[src/rtl/hazard_ctrl.sv]
// Decode-stage hazard controller: tracks in-flight register writes across the
// post-decode stages, produces the decode stall and one-hot forwarding selects
// for rs/rt, and owns the HI/LO (mult/div) busy countdown.
//
// Handshake: an instruction presented with issue_valid=1 is accepted on a rising
// edge where stall=0; while stall=1 the D-stage holds the same instruction and a
// bubble enters E.
module hazard_ctrl #(
    parameter int STAGES   = 3,
    parameter int REG_AW   = 5,
    parameter int TW       = 2,
    parameter int MULT_LAT = 5,
    parameter int DIV_LAT  = 10,
    parameter int CNT_W    = 4
) (
    input  logic                     clk,
    input  logic                     reset,
    input  logic                     issue_valid,
    input  logic [REG_AW-1:0]        rs_addr,
    input  logic [REG_AW-1:0]        rt_addr,
    input  logic [TW-1:0]            tuse_rs,
    input  logic [TW-1:0]            tuse_rt,
    input  logic [REG_AW-1:0]        wr_addr,
    input  logic [TW-1:0]            tnew,
    input  logic                     md_start,
    input  logic                     md_kind,
    input  logic                     md_use,
    output logic                     stall,
    output logic [STAGES-1:0]        fwd_rs_hit,
    output logic [STAGES-1:0]        fwd_rt_hit,
    output logic                     md_busy,
    output logic [STAGES*REG_AW-1:0] stage_wr_addr
);

    localparam logic [CNT_W-1:0] MULT_LAT_C = CNT_W'(MULT_LAT);
    localparam logic [CNT_W-1:0] DIV_LAT_C  = CNT_W'(DIV_LAT);

    // The busy counter is the md FSM state: zero means idle, anything else busy.
    typedef enum logic {MD_IDLE, MD_BUSY} md_state_e;
    md_state_e md_state;

    logic [STAGES-1:0]             rec_valid_q, rec_valid_d;
    logic [STAGES-1:0][REG_AW-1:0] rec_addr_q, rec_addr_d;
    logic [STAGES-1:0][TW-1:0]     rec_tnew_q, rec_tnew_d;
    logic [CNT_W-1:0]              cnt_q, cnt_d;

    logic [STAGES-1:0][TW-1:0]     eff_tnew;
    logic [STAGES-1:0]             rs_oh, rt_oh;
    logic [TW-1:0]                 rs_tn, rt_tn;
    logic                          stall_rs, stall_rt;

    // One-hot of the lowest-index valid record writing src; r0 never matches.
    function automatic logic [STAGES-1:0] nearest_match(
        input logic [REG_AW-1:0]             src,
        input logic [STAGES-1:0]             valid,
        input logic [STAGES-1:0][REG_AW-1:0] addr
    );
        logic [STAGES-1:0] oh;
        oh = '0;
        for (int k = STAGES - 1; k >= 0; k--) begin
            if (valid[k] && addr[k] == src && src != '0) begin
                oh    = '0;
                oh[k] = 1'b1;
            end
        end
        return oh;
    endfunction

    // Hazard detection: nearest match per source, stall and forward selects.
    always_comb begin
        md_state = (cnt_q != '0) ? MD_BUSY : MD_IDLE;
        md_busy  = (md_state == MD_BUSY);
        for (int k = 0; k < STAGES; k++) begin
            // A record in W is being written back this cycle, so it is always ready.
            eff_tnew[k] = (k == STAGES - 1) ? '0 : rec_tnew_q[k];
        end
        rs_oh = nearest_match(rs_addr, rec_valid_q, rec_addr_q);
        rt_oh = nearest_match(rt_addr, rec_valid_q, rec_addr_q);
        rs_tn = '0;
        rt_tn = '0;
        for (int k = 0; k < STAGES; k++) begin
            if (rs_oh[k]) rs_tn = eff_tnew[k];
            if (rt_oh[k]) rt_tn = eff_tnew[k];
        end
        stall_rs   = issue_valid && (tuse_rs != '1) && (|rs_oh) && (tuse_rs < rs_tn);
        stall_rt   = issue_valid && (tuse_rt != '1) && (|rt_oh) && (tuse_rt < rt_tn);
        stall      = stall_rs || stall_rt || (issue_valid && md_use && md_busy);
        fwd_rs_hit = (issue_valid && rs_tn == '0) ? rs_oh : '0;
        fwd_rt_hit = (issue_valid && rt_tn == '0) ? rt_oh : '0;
        for (int k = 0; k < STAGES; k++) begin
            stage_wr_addr[k*REG_AW +: REG_AW] = rec_addr_q[k];
        end
    end

    // Next record pipeline and busy counter.
    always_comb begin
        rec_valid_d = '0;
        rec_addr_d  = '0;
        rec_tnew_d  = '0;
        for (int k = 1; k < STAGES; k++) begin
            rec_valid_d[k] = rec_valid_q[k-1];
            rec_addr_d[k]  = rec_addr_q[k-1];
            rec_tnew_d[k]  = (rec_tnew_q[k-1] != '0) ? rec_tnew_q[k-1] - TW'(1) : '0;
        end
        // Invalid records carry addr 0 / tnew 0 so stage_wr_addr reads 0 for bubbles.
        if (issue_valid && !stall && wr_addr != '0) begin
            rec_valid_d[0] = 1'b1;
            rec_addr_d[0]  = wr_addr;
            rec_tnew_d[0]  = tnew;
        end
        cnt_d = cnt_q;
        if (issue_valid && md_start && !stall) begin
            cnt_d = md_kind ? DIV_LAT_C : MULT_LAT_C;
        end else if (md_state == MD_BUSY) begin
            cnt_d = cnt_q - CNT_W'(1);
        end
    end

    // State registers; reset wins over any issue or bubble.
    always_ff @(posedge clk) begin
        if (reset) begin
            rec_valid_q <= '0;
            rec_addr_q  <= '0;
            rec_tnew_q  <= '0;
            cnt_q       <= '0;
        end else begin
            rec_valid_q <= rec_valid_d;
            rec_addr_q  <= rec_addr_d;
            rec_tnew_q  <= rec_tnew_d;
            cnt_q       <= cnt_d;
        end
    end

endmodule

[config.mk]
export PLATFORM = sky130hd
export DESIGN_NAME = hazard_ctrl
export DESIGN_NICKNAME = d
export VERILOG_FILES = /design/src/rtl/hazard_ctrl.sv
export SDC_FILE = /design/constraint.sdc
export NUM_CORES = 1
export LEC_CHECK = 0
export BUFFER_PORTS_ARGS = -buffer_cell sky130_fd_sc_hd__buf_2
export CAP_MARGIN = 10
export CORE_MARGIN = 4
export CORE_UTILIZATION = 50
export CTS_BUF_LIST = sky130_fd_sc_hd__clkbuf_8
export DETAILED_ROUTE_END_ITERATION = 16
export PLACE_DENSITY = 0.81
export RECOVER_POWER = 50
export SYNTH_ARGS = -nofsm -noshare
export SYNTH_HDL_FRONTEND = slang
export SYNTH_SLANG_ARGS = --single-unit
[constraint.sdc]
create_clock -name clk -period 3.3 [get_ports clk]
set_clock_uncertainty 0.1 [all_clocks]
set_input_delay 0.33 -clock clk [delete_from_list [all_inputs] [get_ports clk]]
set_output_delay 0.33 -clock clk [all_outputs]
set_load 0.01 [all_outputs]
* Word-level counts from Yosys, hierarchy flattened *
Index checks and enable logic that the tools add are counted.

storage, ports and cells
  logic and storage cells = 81
  register bits = 26
  input bits = 27

operators by class
  magnitude comparators = 2
  eq/ne operators = 8
  bitwise logic cells = 2
  add/sub/neg operators = 2
  reductions and logical operators = 41
  mux-type cells = 19

operators by type and width
  kind                                                                number
  5-bit == test                                                       6
  1-bit logical AND                                                   26
  3-bit 2-to-1 mux                                                    8
  5-bit nonzero test                                                  3
  2-bit 2-to-1 mux                                                    6
  4-bit 2-to-1 mux                                                    3
  3-bit OR reduction                                                  2
  2-bit zero test                                                     2
  2-bit < comparator                                                  2
  2-bit inequality test, second input constant                        2
  2-bit nonzero test                                                  2
  4-bit nonzero test                                                  1
  2-bit OR reduction                                                  2
  4-bit by 1-bit subtractor with 4-bit output, second input constant  1
  1-bit logical OR                                                    2
  1-bit 2-to-1 mux                                                    2
  1-bit inverter                                                      2
  2-bit by 1-bit subtractor with 2-bit output, second input constant  1
  1-bit zero test                                                     1

* Depth between registers and ports, before layout *
  depth after elaboration = 18
  mapped depth = 12

* Worst setup path before layout *
No wires, ideal clock.

  path kind = input -> output
  start = input rs_addr[1]
  end = output stall
  data arrival time = 2.350 ns
  data required time = 2.870 ns
  stages on the path = 9
  setup slack = 0.520 ns
  path buffers = 0
  cell sequence = or4_4 -> nor2_1 -> or3_1 -> a31oi_1 -> ha_1 -> a211oi_1 -> o31ai_4 -> o22ai_2 -> o21bai_1

between the ends
  cells in the longest elaborated chain, start to end = 12
  elaborated cells on any way between the ends = 22
  those cells by class = order compare (1); eq/ne (3); mux (6); reduce/logical (12)

ends and longest elaborated chain
  what                                line  RTL
  start, declared                     19    input logic [REG_AW-1:0] rs_addr,
  5-bit == test                       61    if (valid[k] && addr[k] == src && src != '0) begin
  1-bit logical AND (2 in series)     61
  3-bit 2-to-1 mux                    61
  3-bit 2-to-1 mux (*)                61
  2-bit 2-to-1 mux (3 in series)      82    if (rs_oh[k]) rs_tn = eff_tnew[k];
  2-bit < comparator                  85    stall_rs = issue_valid && (tuse_rs != '1) && (|rs_oh) && (tuse_rs < rs_tn);
  1-bit logical AND (*)               85
  1-bit logical OR (*) (2 in series)  87    stall = stall_rs || stall_rt || (issue_valid && md_use && md_busy);
  end, declared                       28    output logic stall,

Every way passes the cells marked *; elsewhere a longest branch is shown, timed or not.

* Final worst setup path *
  start = register rec_addr_q (netlist bit stage_wr_addr[3])
  end = output stall

between the ends
  cells in the longest elaborated chain, start to end = 11
  elaborated cells on any way between the ends = 24
  those cells by class = order compare (2); eq/ne (2); mux (8); reduce/logical (12)

ends and longest elaborated chain
  what                                                      line    RTL
  start, declared                                           43      logic [STAGES-1:0][REG_AW-1:0] rec_addr_q, rec_addr_d;
  start signal, assigned                                    128     rec_addr_q <= rec_addr_d;
  5-bit == test                                             61
  1-bit logical AND (2 in series)                           61
  3-bit 2-to-1 mux                                          61
  2-bit 2-to-1 mux, on equally long branches (3 in series)  82, 83
  2-bit < comparator, on equally long branches              85, 86
  1-bit logical AND, on equally long branches               85, 86
  1-bit logical OR (*) (2 in series)                        87

Marked as above.

==> impl_metrics.tcl <==
set metrics [dict create \
    core_area_um2 2850 \
    p_per_area_nw_per_um2 459 \
    synth_seq_cells 26 \
    antenna_found_initial 0 \
    cp-end-kind "output port" \
    num-fill-cells 274 \
    p_seq_share_pct 44.6 \
    hold_violations 0 \
    ctsLongestPathBuffers 2 \
    htree_levels 1 \
    slew_headroom_pct 34.2 \
    setup_viol 0 \
    cp-start-kind "flop" \
    clockPowerShare_pct 22.9 \
    max_freq_ghz 0.319 \
    path_clk_slew_ps 80 \
    maxSlewViolCount 0 \
    cp_max_fo 4 \
    design_area_um2 1900 \
    drc_errors 0 \
    syn_area_um2 1550 \
    worst_pin_slew_ps 987 \
    power.switching_mw 0.278 \
    antenna_cells 0 \
    syn_nets 202 \
    multi_input_area_um2 1010 \
    antenna_left 0 \
    grt_max_degree 22 \
    mostFrequentLayoutCells "buf_2, xnor2_1, dfxtp_1" \
    switching_share_pct 32.0 \
    fin_nets 254 \
    clock-root-buffer "clkbuf_8" \
    post-dp-hpwl_um 3020 \
    grt_pass1_vias 1395 \
    netlist.top_cell.by_area "dfxtp_1" \
    critPathMaxStageDelay_ps 410 \
    start_util_pct 54.3 \
    hold_ws_ps 163 \
    io_pins 50 \
    grt_overflow 0 \
    clock_latency_ps 260 \
    cp_slowest_cell "or3_1" \
    routabilityCongestion 0.874 \
    routed_wl_um 3710 \
    die_x_um 63.6 \
    io_buffers 49 \
    yosysWarnings 0 \
    grt_usage_pct 19.7 \
    rows 19 \
    area_delta_synth_final_pct 22.6 \
    drtIter0Drc 53 \
    worstRegToRegCells 11 \
    arrival_ps 2710 \
    path_cells "xnor2_1 -> nand4_1 -> or3_1 -> and3_1 -> a21oi_1 -> ha_1 -> o41ai_1 -> a31oi_1 -> o22ai_4 -> o21bai_1 -> buf_2" \
    die_y_um 63.6 \
    cts_buffers 3 \
    required_ps 2870 \
    cts.sinks 26 \
    post_cts_buffers 0 \
    grt_pass1_wl_um 6360 \
    dpl_cell_area_um2 1830 \
    wl_per_cell_um 14.7 \
    timing.final.crit_share_pct 95.0 \
    dp.cells 248 \
    ys_top_cells_by_area "dfxtp_1, xnor2_1, nor2b_1" \
    p_comb_share_pct 32.5 \
    cts_tree "done" \
    synth_top_area_share_pct 33.6 \
    vdd_drop_max_v 0.000378 \
    firstDrtPassIters 4 \
    synth_cell_types 38 \
    final_common_cell "buf_2" \
    seq_area_frac_synth_pct 33.6 \
    vias_per_cell 5.60 \
    critical_path_class "flop to output port" \
    synth_cells 170 \
    drive_above_1_share_pct 29.0 \
    vias 1411 \
    seqCellArea_um2 524 \
    hp-class "input port to flop" \
    p_leak_nw 0.764 \
    fin_crit_ps 3140 \
    fin_cells 252 \
    die_area_um2 4050 \
    status "completed" \
    synth.avg_cell_area_um2 9.10 \
    setup-tns-final_ps 0 \
    cap_violations 0 \
    hold_path_depth 2 \
    internal-power_mw 0.592 \
]
==> per-layer routing <==
layer / share of wire [%] / wire length, um / global-route usage, %
met4: 0.46 / 17 / 4.04
met3: 7.2 / 266 / 4.44
met2: 48 / 1790 / 33.6
met1: 44 / 1630 / 25.1
met5: 0 / 0 / 0
==> timing repair <==
action,4_1_cts,5_1_grt
hold buffers,0,0
endpoints found under the setup margin,0,1
gates resized for setup,0,6
==> power by group through the flow <==
stage	Sequential, mW	Clock (mW)	Combinational, mW
after global placement	0.395	0	0.278
after global routing	0.397	0.218	0.324
after detailed placement	0.395	0	0.282
final	0.388	0.199	0.283
after floorplan	0.390	0	0.202
after CTS	0.388	0.206	0.285
==> final cells by class <==
cell class                 count  share of cell area [%]
tap                           31                    2.04
timing repair buffer          51                    13.2
sequential                    26                    27.6
inverter                       6                    1.19
clock buffer                   4                    2.90
multi-input combinational    134                    53.1
==> synth_stat cells <==
library cell / number
dfxtp_1: 26
xnor2_1: 24
nor2b_1: 12
nand2_1: 11
nor2_1: 10
nor3_1: 10
xor2_1: 8
and2_1: 7
inv_1: 6
nand4_1: 6
nor4_1: 6
ha_1: 5
clkbuf_1: 4
or3_1: 4
a211oi_1: 2
a21oi_1: 2
a31oi_1: 2
and3_1: 2
mux2_2: 2
o31ai_1: 2
or4_4: 2
a2111oi_4: 1
and3_4: 1
nand3_1: 1
nand4bb_1: 1
nor2b_2: 1
o211a_1: 1
o211ai_1: 1
o211ai_2: 1
o21ai_0: 1
o21bai_1: 1
o221a_2: 1
o22ai_2: 1
o311ai_0: 1
o31ai_2: 1
o31ai_4: 1
o41ai_1: 1
or2b_1: 1
==> sequential cells by signal, summed over array words and instances, names as in the netlist <==
signal	count
rec_valid_q	3
eff_tnew	4
stage_wr_addr	15
cnt_q	4
==> critical path, delay by kind of cell (launching register included) <==
family | cells | cell delay, ps
DFF | 1 | 370
and+or+nand+nor | 3 | 750
buffers and inverters | 1 | 150
adders and majority gates | 1 | 240
AOI/OAI and AO/OA | 5 | 680
xor gates and xnor gates | 1 | 240
==> final timing paths <==
check	startpoint	end	slack, ps
setup / recovery	stage_wr_addr[3]	stall	160
hold / removal	tnew[0]	eff_tnew[0]	160
setup reg to reg	stage_wr_addr[3]	cnt_q[2]	460
hold reg to reg	eff_tnew[0]	eff_tnew[2]	410
==> cells by family (layout without fill, tap and decap cells) <==
| logic type | after synthesis | in the layout | synth area share [%] |
|---|---|---|---|
| AND/OR/NAND/NOR | 75 | 75 | 27.6 |
| XOR/XNOR | 32 | 32 | 18.1 |
| flip-flops | 26 | 26 | 33.6 |
| AO/OA/AOI/OAI | 20 | 20 | 12.8 |
| buffers and inverters | 10 | 61 | 2.42 |
| adder cells (fa/ha/maj) | 5 | 5 | 4.04 |
| multiplexers | 2 | 2 | 1.46 |
==> stage by stage <==
| step | power [mW] | setup WS (ps) | utilization, % |
|---|---|---|---|
| final | 0.870 | 163 | 66.5 |
| after global routing | 0.939 | -4.50 | 66.5 |
| after global placement | 0.672 | 166 | 64.2 |
| after CTS | 0.878 | 25.1 | 66.1 |
| after detailed placement | 0.677 | 156 | 64.2 |
| after floorplan | 0.592 | 520 | - |
No activity file was read; power rests on OpenSTA's default activity.
